==> src/rtl/matvec3_stream_driver.sv <==
// matvec3_stream_driver
// Initiator-side driver for the 3x3 matrix-vector core. Holds a host-written
// matrix and vector, streams them into the core on start (with new_matrix
// framing on the first word), collects the three results and exposes them on
// a small read port.
//
// Handshake rule for both ports: a word moves on a rising edge where
// valid=1 and ready=1. The sender keeps valid high and data stable until
// that edge; valid never depends combinationally on ready.
module matvec3_stream_driver #(
    parameter int IN_W  = 14,
    parameter int OUT_W = 28
) (
    input  logic             clk,
    input  logic             reset,
    input  logic             cfg_we,
    input  logic [3:0]       cfg_addr,
    input  logic [IN_W-1:0]  cfg_wdata,
    input  logic             start,
    input  logic             start_new_matrix,
    output logic             busy,
    output logic             done,
    output logic             m_valid,
    input  logic             m_ready,
    output logic [IN_W-1:0]  m_data,
    output logic             m_new_matrix,
    input  logic             s_valid,
    output logic             s_ready,
    input  logic [OUT_W-1:0] s_data,
    input  logic [1:0]       res_addr,
    output logic [OUT_W-1:0] res_data,
    output logic [1:0]       dbg_state
);

    typedef enum logic [1:0] {
        S_IDLE   = 2'd0,
        S_STREAM = 2'd1,
        S_DRAIN  = 2'd2
    } state_t;

    state_t              state_q;
    logic [IN_W-1:0]     elem_q [0:11];
    logic [OUT_W-1:0]    res_q  [0:2];
    logic [3:0]          idx_q;        // buffer index of the word on m_data
    logic [1:0]          rcv_cnt_q;
    logic                send_mat_q;
    logic                mat_loaded_q;
    logic                mat_dirty_q;
    logic                m_valid_q;
    logic [IN_W-1:0]     m_data_q;
    logic                m_nm_q;
    logic                done_q;

    logic                send_xfer;
    logic                rcv_xfer;
    logic                rcv_all;
    logic                send_mat_now;
    logic [3:0]          start_idx;
    logic [3:0]          next_idx;

    assign busy         = (state_q != S_IDLE);
    assign s_ready      = busy && (rcv_cnt_q != 2'd3);
    assign m_valid      = m_valid_q;
    assign m_data       = m_data_q;
    assign m_new_matrix = m_nm_q;
    assign done         = done_q;
    assign dbg_state    = state_q;

    assign send_xfer    = m_valid_q && m_ready;
    assign rcv_xfer     = s_valid && s_ready;
    // All three results are in, counting a capture happening at this edge.
    assign rcv_all      = (rcv_cnt_q == 2'd3) || (rcv_xfer && (rcv_cnt_q == 2'd2));
    // A stale or never-sent matrix forces a full 12-word job.
    assign send_mat_now = start_new_matrix | mat_dirty_q | ~mat_loaded_q;
    assign start_idx    = send_mat_now ? 4'd0 : 4'd9;
    assign next_idx     = idx_q + 4'd1;

    // Result read port; address 3 reads zero.
    always_comb begin
        res_data = '0;
        case (res_addr)
            2'd0:    res_data = res_q[0];
            2'd1:    res_data = res_q[1];
            2'd2:    res_data = res_q[2];
            default: res_data = '0;
        endcase
    end

    // Job FSM together with buffer writes, result capture and the send register.
    always_ff @(posedge clk) begin
        if (reset) begin
            state_q      <= S_IDLE;
            idx_q        <= '0;
            rcv_cnt_q    <= '0;
            send_mat_q   <= 1'b0;
            mat_loaded_q <= 1'b0;
            mat_dirty_q  <= 1'b0;
            m_valid_q    <= 1'b0;
            m_data_q     <= '0;
            m_nm_q       <= 1'b0;
            done_q       <= 1'b0;
            for (int i = 0; i < 12; i++) elem_q[i] <= '0;
            for (int i = 0; i < 3; i++)  res_q[i]  <= '0;
        end else begin
            done_q <= 1'b0;

            // Host writes land only between jobs.
            if (cfg_we && (cfg_addr < 4'd12) && (state_q == S_IDLE)) begin
                elem_q[cfg_addr] <= cfg_wdata;
                if (cfg_addr < 4'd9) mat_dirty_q <= 1'b1;
            end

            // Results may arrive while input is still streaming.
            if (rcv_xfer) begin
                for (int i = 0; i < 3; i++)
                    if (rcv_cnt_q == 2'(i)) res_q[i] <= s_data;
                rcv_cnt_q <= rcv_cnt_q + 2'd1;
            end

            case (state_q)
                S_IDLE: begin
                    if (start) begin
                        send_mat_q <= send_mat_now;
                        idx_q      <= start_idx;
                        m_valid_q  <= 1'b1;
                        m_data_q   <= elem_q[start_idx];
                        m_nm_q     <= send_mat_now;
                        rcv_cnt_q  <= '0;
                        state_q    <= S_STREAM;
                    end
                end
                S_STREAM: begin
                    if (send_xfer) begin
                        if (idx_q == 4'd11) begin
                            m_valid_q <= 1'b0;
                            m_nm_q    <= 1'b0;
                            if (send_mat_q) begin
                                mat_loaded_q <= 1'b1;
                                mat_dirty_q  <= 1'b0;
                            end
                            if (rcv_all) begin
                                state_q <= S_IDLE;
                                done_q  <= 1'b1;
                            end else begin
                                state_q <= S_DRAIN;
                            end
                        end else begin
                            idx_q    <= next_idx;
                            m_data_q <= elem_q[next_idx];
                            m_nm_q   <= 1'b0;
                        end
                    end
                end
                S_DRAIN: begin
                    if (rcv_xfer && (rcv_cnt_q == 2'd2)) begin
                        state_q <= S_IDLE;
                        done_q  <= 1'b1;
                    end
                end
                default: state_q <= S_IDLE;
            endcase
        end
    end

endmodule

==> config.mk <==
export PLATFORM = sky130hd
export DESIGN_NAME = matvec3_stream_driver
export DESIGN_NICKNAME = d
export VERILOG_FILES = /design/src/rtl/matvec3_stream_driver.sv
export SDC_FILE = /design/constraint.sdc
export NUM_CORES = 1
export LEC_CHECK = 0
export ABC_CLOCK_PERIOD_IN_PS = 7300
export BUFFER_PORTS_ARGS = -buffer_cell sky130_fd_sc_hd__buf_2
export CAP_MARGIN = 40
export CORE_UTILIZATION = 60
export DETAILED_ROUTE_END_ITERATION = 12
export PLACE_DENSITY = 0.88
export SLEW_MARGIN = 15
export SYNTH_ARGS = -nofsm -noshare
export SYNTH_HDL_FRONTEND = slang
export SYNTH_SLANG_ARGS = --single-unit
==> constraint.sdc <==
create_clock -name clk -period 7.3 [get_ports clk]
set_clock_uncertainty 0.1 [all_clocks]
set_input_delay 0.365 -clock clk [delete_from_list [all_inputs] [get_ports clk]]
set_output_delay 0.365 -clock clk [all_outputs]
set_load 0.01 [all_outputs]
Word-level counts from Yosys, hierarchy flattened
Memory sizes are Yosys's and may differ from the RTL's.
Cells that the tools add are included.
Widths: inputs -> output; s select.
{"block": "word_totals", "reg_bits": 28, "mem_bits_rw": 252, "inputBits": 55, "out_inout_bits": 49, "word_cells": 115, "memories": 2}
{"name": "elem_q", "words": 12, "word_bits": 14, "rd": 2, "rd_clocked_by_memory_dff": 0, "wr": 12, "line_no": "42", "source": "logic [IN_W-1:0] elem_q [0:11];"}
{"name": "res_q", "words": 3, "word_bits": 28, "rd": 3, "rd_clocked_by_memory_dff": 0, "wr": 3, "line_no": "43", "source": "logic [OUT_W-1:0] res_q [0:2];"}
{"block": "op_classes", "add_sub_neg": 2, "n_lt_le_gt_ge": 2, "n_eq_ne": 14, "mux": 60, "bitwise_logic": 6, "reduce_logical": 19}
{"op": "$mux 28", "count": 3}
{"op": "$pmux 28 s3", "count": 1}
{"op": "$mux 14", "count": 4}
{"op": "$mux 1", "count": 33}
{"op": "$pmux 14 s2", "count": 1}
{"op": "$mux 4", "count": 5}
{"op": "$mux 2", "count": 8}
{"op": "$reduce_and 4->1", "count": 4}
{"op": "$reduce_or 14->1", "count": 1}
{"op": "$ne 2x2->1 const B", "count": 6}
{"op": "$eq 2x2->1 const B", "count": 4}
{"op": "$lt 4x4->1 const B", "count": 2}
{"op": "$pmux 4 s2", "count": 1}
{"op": "$eq 2x1->1 const B", "count": 3}
{"op": "$logic_and 1x1->1", "count": 6}
{"op": "$logic_not 2->1", "count": 3}
{"op": "$pmux 1 s2", "count": 3}
{"op": "$pmux 2 s3", "count": 1}
{"op": "$or 1x1->1", "count": 5}
{"op": "$add 4x1->4 const B", "count": 1}
{"op": "$eq 4x4->1 const B", "count": 1}
{"op": "$reduce_bool 2->1", "count": 2}
{"op": "$reduce_and 3->1", "count": 1}
{"op": "$add 2x1->2 const B", "count": 1}
{"op": "other kinds (3)", "count": 3}

Longest topological paths before layout
{"block": "depth", "word_depth": 9, "mapped_depth": 8, "ltp_nobuf": 7}

Worst setup path before layout
Ideal clock, no wire load.
{"block": "synth_timing", "path_kind": "reg-to-reg", "start": "reg state_q[0], in the netlist dbg_state[0]", "end": "mem res_q[2][0], in the netlist res_q[0][56] (enable)", "setup_time_ns": 0.389, "t_arrival_ns": 1.889, "required_time_ns": 6.811, "setup_slack_ns": 4.922, "stages_incl_launch_ff": 6, "path_buffers": 1, "period_less_slack_ns": 2.378, "path_cell_list": "dfxtp_1 inv_1 ha_1 clkbuf_1 nand4bb_1 nand2b_1"}
{"element": "start: declaration", "line_no": "41", "source": "state_t state_q;"}
{"element": "start signal: assignment", "line_no": "92", "source": "state_q <= S_IDLE;"}
{"element": "start signal: assignment", "line_no": "129", "source": "state_q <= S_STREAM;"}
{"element": "start signal: assignment", "line_no": "142", "source": "state_q <= S_IDLE;"}
{"element": "end: declaration", "line_no": "43"}

Final worst setup path
{"block": "layout_timing", "start": "reg idx_q[0]", "end": "reg m_data_q[4], in the netlist m_data[4]"}
{"block": "layout_between", "elab_chain_len": 5, "elab_cells_between_ends": 8, "classes_between": "1 x add/sub; 2 x eq/ne; 3 x mux; 1 x reduce/logical; 1 x memory"}
{"element": "start: declaration", "line_no": "44", "source": "logic [3:0] idx_q;"}
{"element": "start signal: assignment", "line_no": "124", "source": "idx_q <= start_idx;"}
{"element": "start signal: assignment", "line_no": "148", "source": "idx_q <= next_idx;"}
{"element": "$add 4x1->4", "line_no": "76", "source": "assign next_idx = idx_q + 4'd1;"}
{"element": "$mem_v2 12x14"}
{"element": "$mux 14", "line_no": "134", "source": "if (idx_q == 4'd11) begin"}
{"element": "$mux 14", "line_no": "133", "source": "if (send_xfer) begin"}
{"element": "$pmux 14 s2", "line_no": "120", "source": "case (state_q)"}
{"element": "end signal: assignment", "line_no": "126", "source": "m_data_q <= elem_q[start_idx];"}
{"element": "end signal: assignment", "line_no": "149", "source": "m_data_q <= elem_q[next_idx];"}
{"element": "end: declaration", "line_no": "50", "source": "logic [IN_W-1:0] m_data_q;"}
Several ways; a longest one is shown, not always the timed one. The select of a mux whose other input is x is not followed.
A chain may end at the register's enable or synchronous reset.

==> run_results.csv <==
group,metric,value,unit
run_status,status,"complete, no violations",
synth,synth-main-ff-cell,"edfxtp_1",
pwr,powerDensity,286.1,nW/um^2
floorplan,die_x,160.7,um
timing,rsz0062_at_grt,"false",
synth,synth_area_leaders,"edfxtp_1, and2_1, mux2i_1",
synth,synth_edf_count,308,
clock_network,cts_tree,"done",
routing,avgRoutedWirePerCell,21.47,um
synth,synth-seq-area-share,64.92,%
synth,synth_cell_type_count,56,
global_routing,grt_pass1_wl,51.10,mm
timing,setup_violations,0,
routing,via_per_inst,6.002,
final_layout,post-route-util,70.49,%
placement,place.gp.congestion,0.8679,
clock_network,clock_sinks,336,
placement,place_hpwl,20.84,mm
synth,syn_area_per_cell,13.94,um^2
final_layout,layout-drive-gt1-share,20.61,%
routing,drtIter0Drc,1009,
floorplan,dieArea,25820,um^2
setup_path,cp_data_required_time,7580,ps
pwr,report.power.total,4.948,mW
floorplan,floorplan.initialDensity,61.59,%
final_layout,stdcell_count,1572,
clock_network,cts_resized,0,
synth,ys_warn_count,0,
setup_path,crit_chain,"ha_4 > buf_16 > buf_4 > and2b_1 > a2111oi_2 > a31oi_1 > a31oi_1 > a211oi_2",
setup_path,critPathBufInv,2,
synth,synth_area_leader_cell,"edfxtp_1",
flow_run,cap_violations,0,
placement,placedCellCount,1502,
clock_network,numCtsBuffers,35,
clock_network,cts_buffer_depth,3,
routing,first_pass_iters,5,
setup_path,crit_top_cell,"a31oi_1",
final_layout,final_nets,1284,
clock_network,ctsHoldBuffers,0,
timing,fmax,301.5,MHz
setup_path,critical-path-top-delay-family,"buffers and inverters",
global_routing,track_usage,25.95,%
setup_path,path_class,"register to register",
setup_path,worstSetupEndpointType,"register",
global_routing,antenna_found_initial,2,
synth,yosysTopAreaCellShare,61.21,%
clock_network,htree_levels,2,
placement,place_area,16000,um^2
synth,postSynthCellCount,1084,
setup_path,cp-start-kind,"register",
global_routing,overflow,0,
final_layout,syn2layout_area_growth,14.46,%
routing,via_count,9435,
timing,worstMarginPinSlew,961.9,ps
clock_network,cts_root_buf,"clkbuf_16",
routing,drt-total-wl,33.75,mm
routing,drc,0,
timing,report.final.slew_viol_count,0,
floorplan,core,24530,um^2
timing,period_share,45.43,%
global_routing,grt_max_degree,62,
pwr,max-vdd-ir-drop,243.5,uV
timing,post-route-min-period,3316,ps
floorplan,ioPinCount,104,
synth,synthArstFlopShare,0,%
setup_path,cp_slowest_stage_delay,760,ps
floorplan,rows,57,
synth,ys_seq_elements,336,
timing,timing.slew.headroom,35.63,%
clock_network,insertion_delay,530,ps
hold_path,hold_path.class,"input port to register",
timing,hold_viol,0,
placement,io_buffers,103,
timing,setup_tns,0,ps
setup_path,path_max_fanout,61,
setup_path,crit_path_top_delay_cell,"dfxtp_4",
clock_network,clk_pin_slew,60,ps
final_layout,fill_cells,1591,
global_routing,first_global_vias,9322,
floorplan,die_height,160.7,um
routing,ant_nets,0,
clock_network,cts_setup_buffers,0,
synth,post-synth-top-count-cell,"edfxtp_1",
pwr,p_leak,6.498,nW
final_layout,stdcell_area,17290,um^2
synth,synth_area,15110,um^2
setup_path,critical_path_arrival,3590,ps
synth,yosys-top-cells-count,"edfxtp_1, and2_1, nand2_1, mux2i_1, nor2_1",
cells by family (layout without fill, tap and decap cells):
| family | Yosys count | count (layout) | synth area share [%] |
|---|---|---|---|
| adders and majority gates | 9 | 9 | 0.7453 |
| and+or+nand+nor | 393 | 393 | 14.48 |
| other | 1 | 57 | 0.02482 |
| AOI/OAI and AO/OA | 151 | 151 | 7.287 |
| DFF | 336 | 336 | 64.92 |
| xor gates and xnor gates | 4 | 4 | 0.3313 |
| muxes | 100 | 100 | 8.943 |
| buffers and inverters | 90 | 198 | 3.271 |
sequential cells by signal (all words and copies together), names as in the netlist, 2 cells and up:
signal	flops
dbg_state	2
idx_q	4
m_data	14
rcv_cnt_q	2
res_q	84
elem_q	224
metrics by stage:
stage                     worst slack (ps)  hold WS [ps]
final                                 3984         36.21
after global routing                  3822         41.24
after CTS                             4043         15.39
after detailed placement              4055         348.0
after global placement                3982         344.2
after floorplan                       4922         328.7
final timing paths:
kind / start / to / slack [ps] / cells after the start
hold / removal: start / rcv_cnt_q[0]$_SDFF_PP0_ / 40 / 2
setup reg to reg: idx_q[0]$_SDFFE_PP0P_ / m_data[4]$_SDFFE_PP0P_ / 3980 / 8
hold reg to reg: mat_loaded_q$_SDFFE_PP0P_ / mat_loaded_q$_SDFFE_PP0P_ / 370 / 2
setup / recovery: idx_q[0]$_SDFFE_PP0P_ / m_data[4]$_SDFFE_PP0P_ / 3980 / 8
where the power goes:
group / switching [mW] / total [mW] / internal [mW]
Clock: 0.746 / 1.88 / 1.14
Combinational: 0.453 / 0.733 / 0.280
Sequential: 0.0846 / 2.33 / 2.25
Total: 1.28 / 4.95 / 3.66
cell usage in the layout, fill, tap and decap left out, types with 16 or more instances in the layout:
| master | count |
|---|---|
| mux4_2 | 28 |
| and2_1 | 196 |
| buf_4 | 16 |
| dfxtp_1 | 27 |
| a21oi_1 | 21 |
| clkbuf_16 | 36 |
| a31oi_1 | 44 |
| conb_1 | 56 |
| mux2i_1 | 72 |
| o21ai_0 | 31 |
| a2111oi_0 | 18 |
| nor2_1 | 55 |
| buf_2 | 103 |
| edfxtp_1 | 308 |
| nand2_1 | 77 |
| nor2b_1 | 27 |
worst reg2reg max path: cells and delay by family (launching register included):
| kind | cells | cell delay (ps) |
|---|---|---|
| buffers and inverters | 2 | 900 |
| and+or+nand+nor | 1 | 260 |
| adders and majority gates | 1 | 400 |
| AOI/OAI and AO/OA | 4 | 770 |
| DFF | 1 | 760 |
final cells by class:
class	count	area (um^2)	share of cell area [%]
Multi-Input combinational cell	713	5057	29.24
Clock inverter	24	300.3	1.736
Tap cell	324	405.4	2.344
Timing Repair Buffer	127	763.2	4.413
Inverter	7	26.28	0.1519
Clock buffer	40	925.9	5.354
Sequential cell	336	9813	56.74
Antenna cell	1	2.502	0.01447
metal layers:
metal | vias to the layer above | wire length [um] | share of wire (%) | track usage [%]
met5 | - | 10 | 0.030 | 0
met4 | 2 | 1000 | 3.0 | 9.520
met3 | 82 | 2584 | 7.7 | 3.822
met2 | 508 | 17460 | 52 | 45.57
met1 | 4629 | 12700 | 38 | 32.83
li1 | 4214 | - | - | -
No activity file was read; power rests on OpenSTA's default activity.
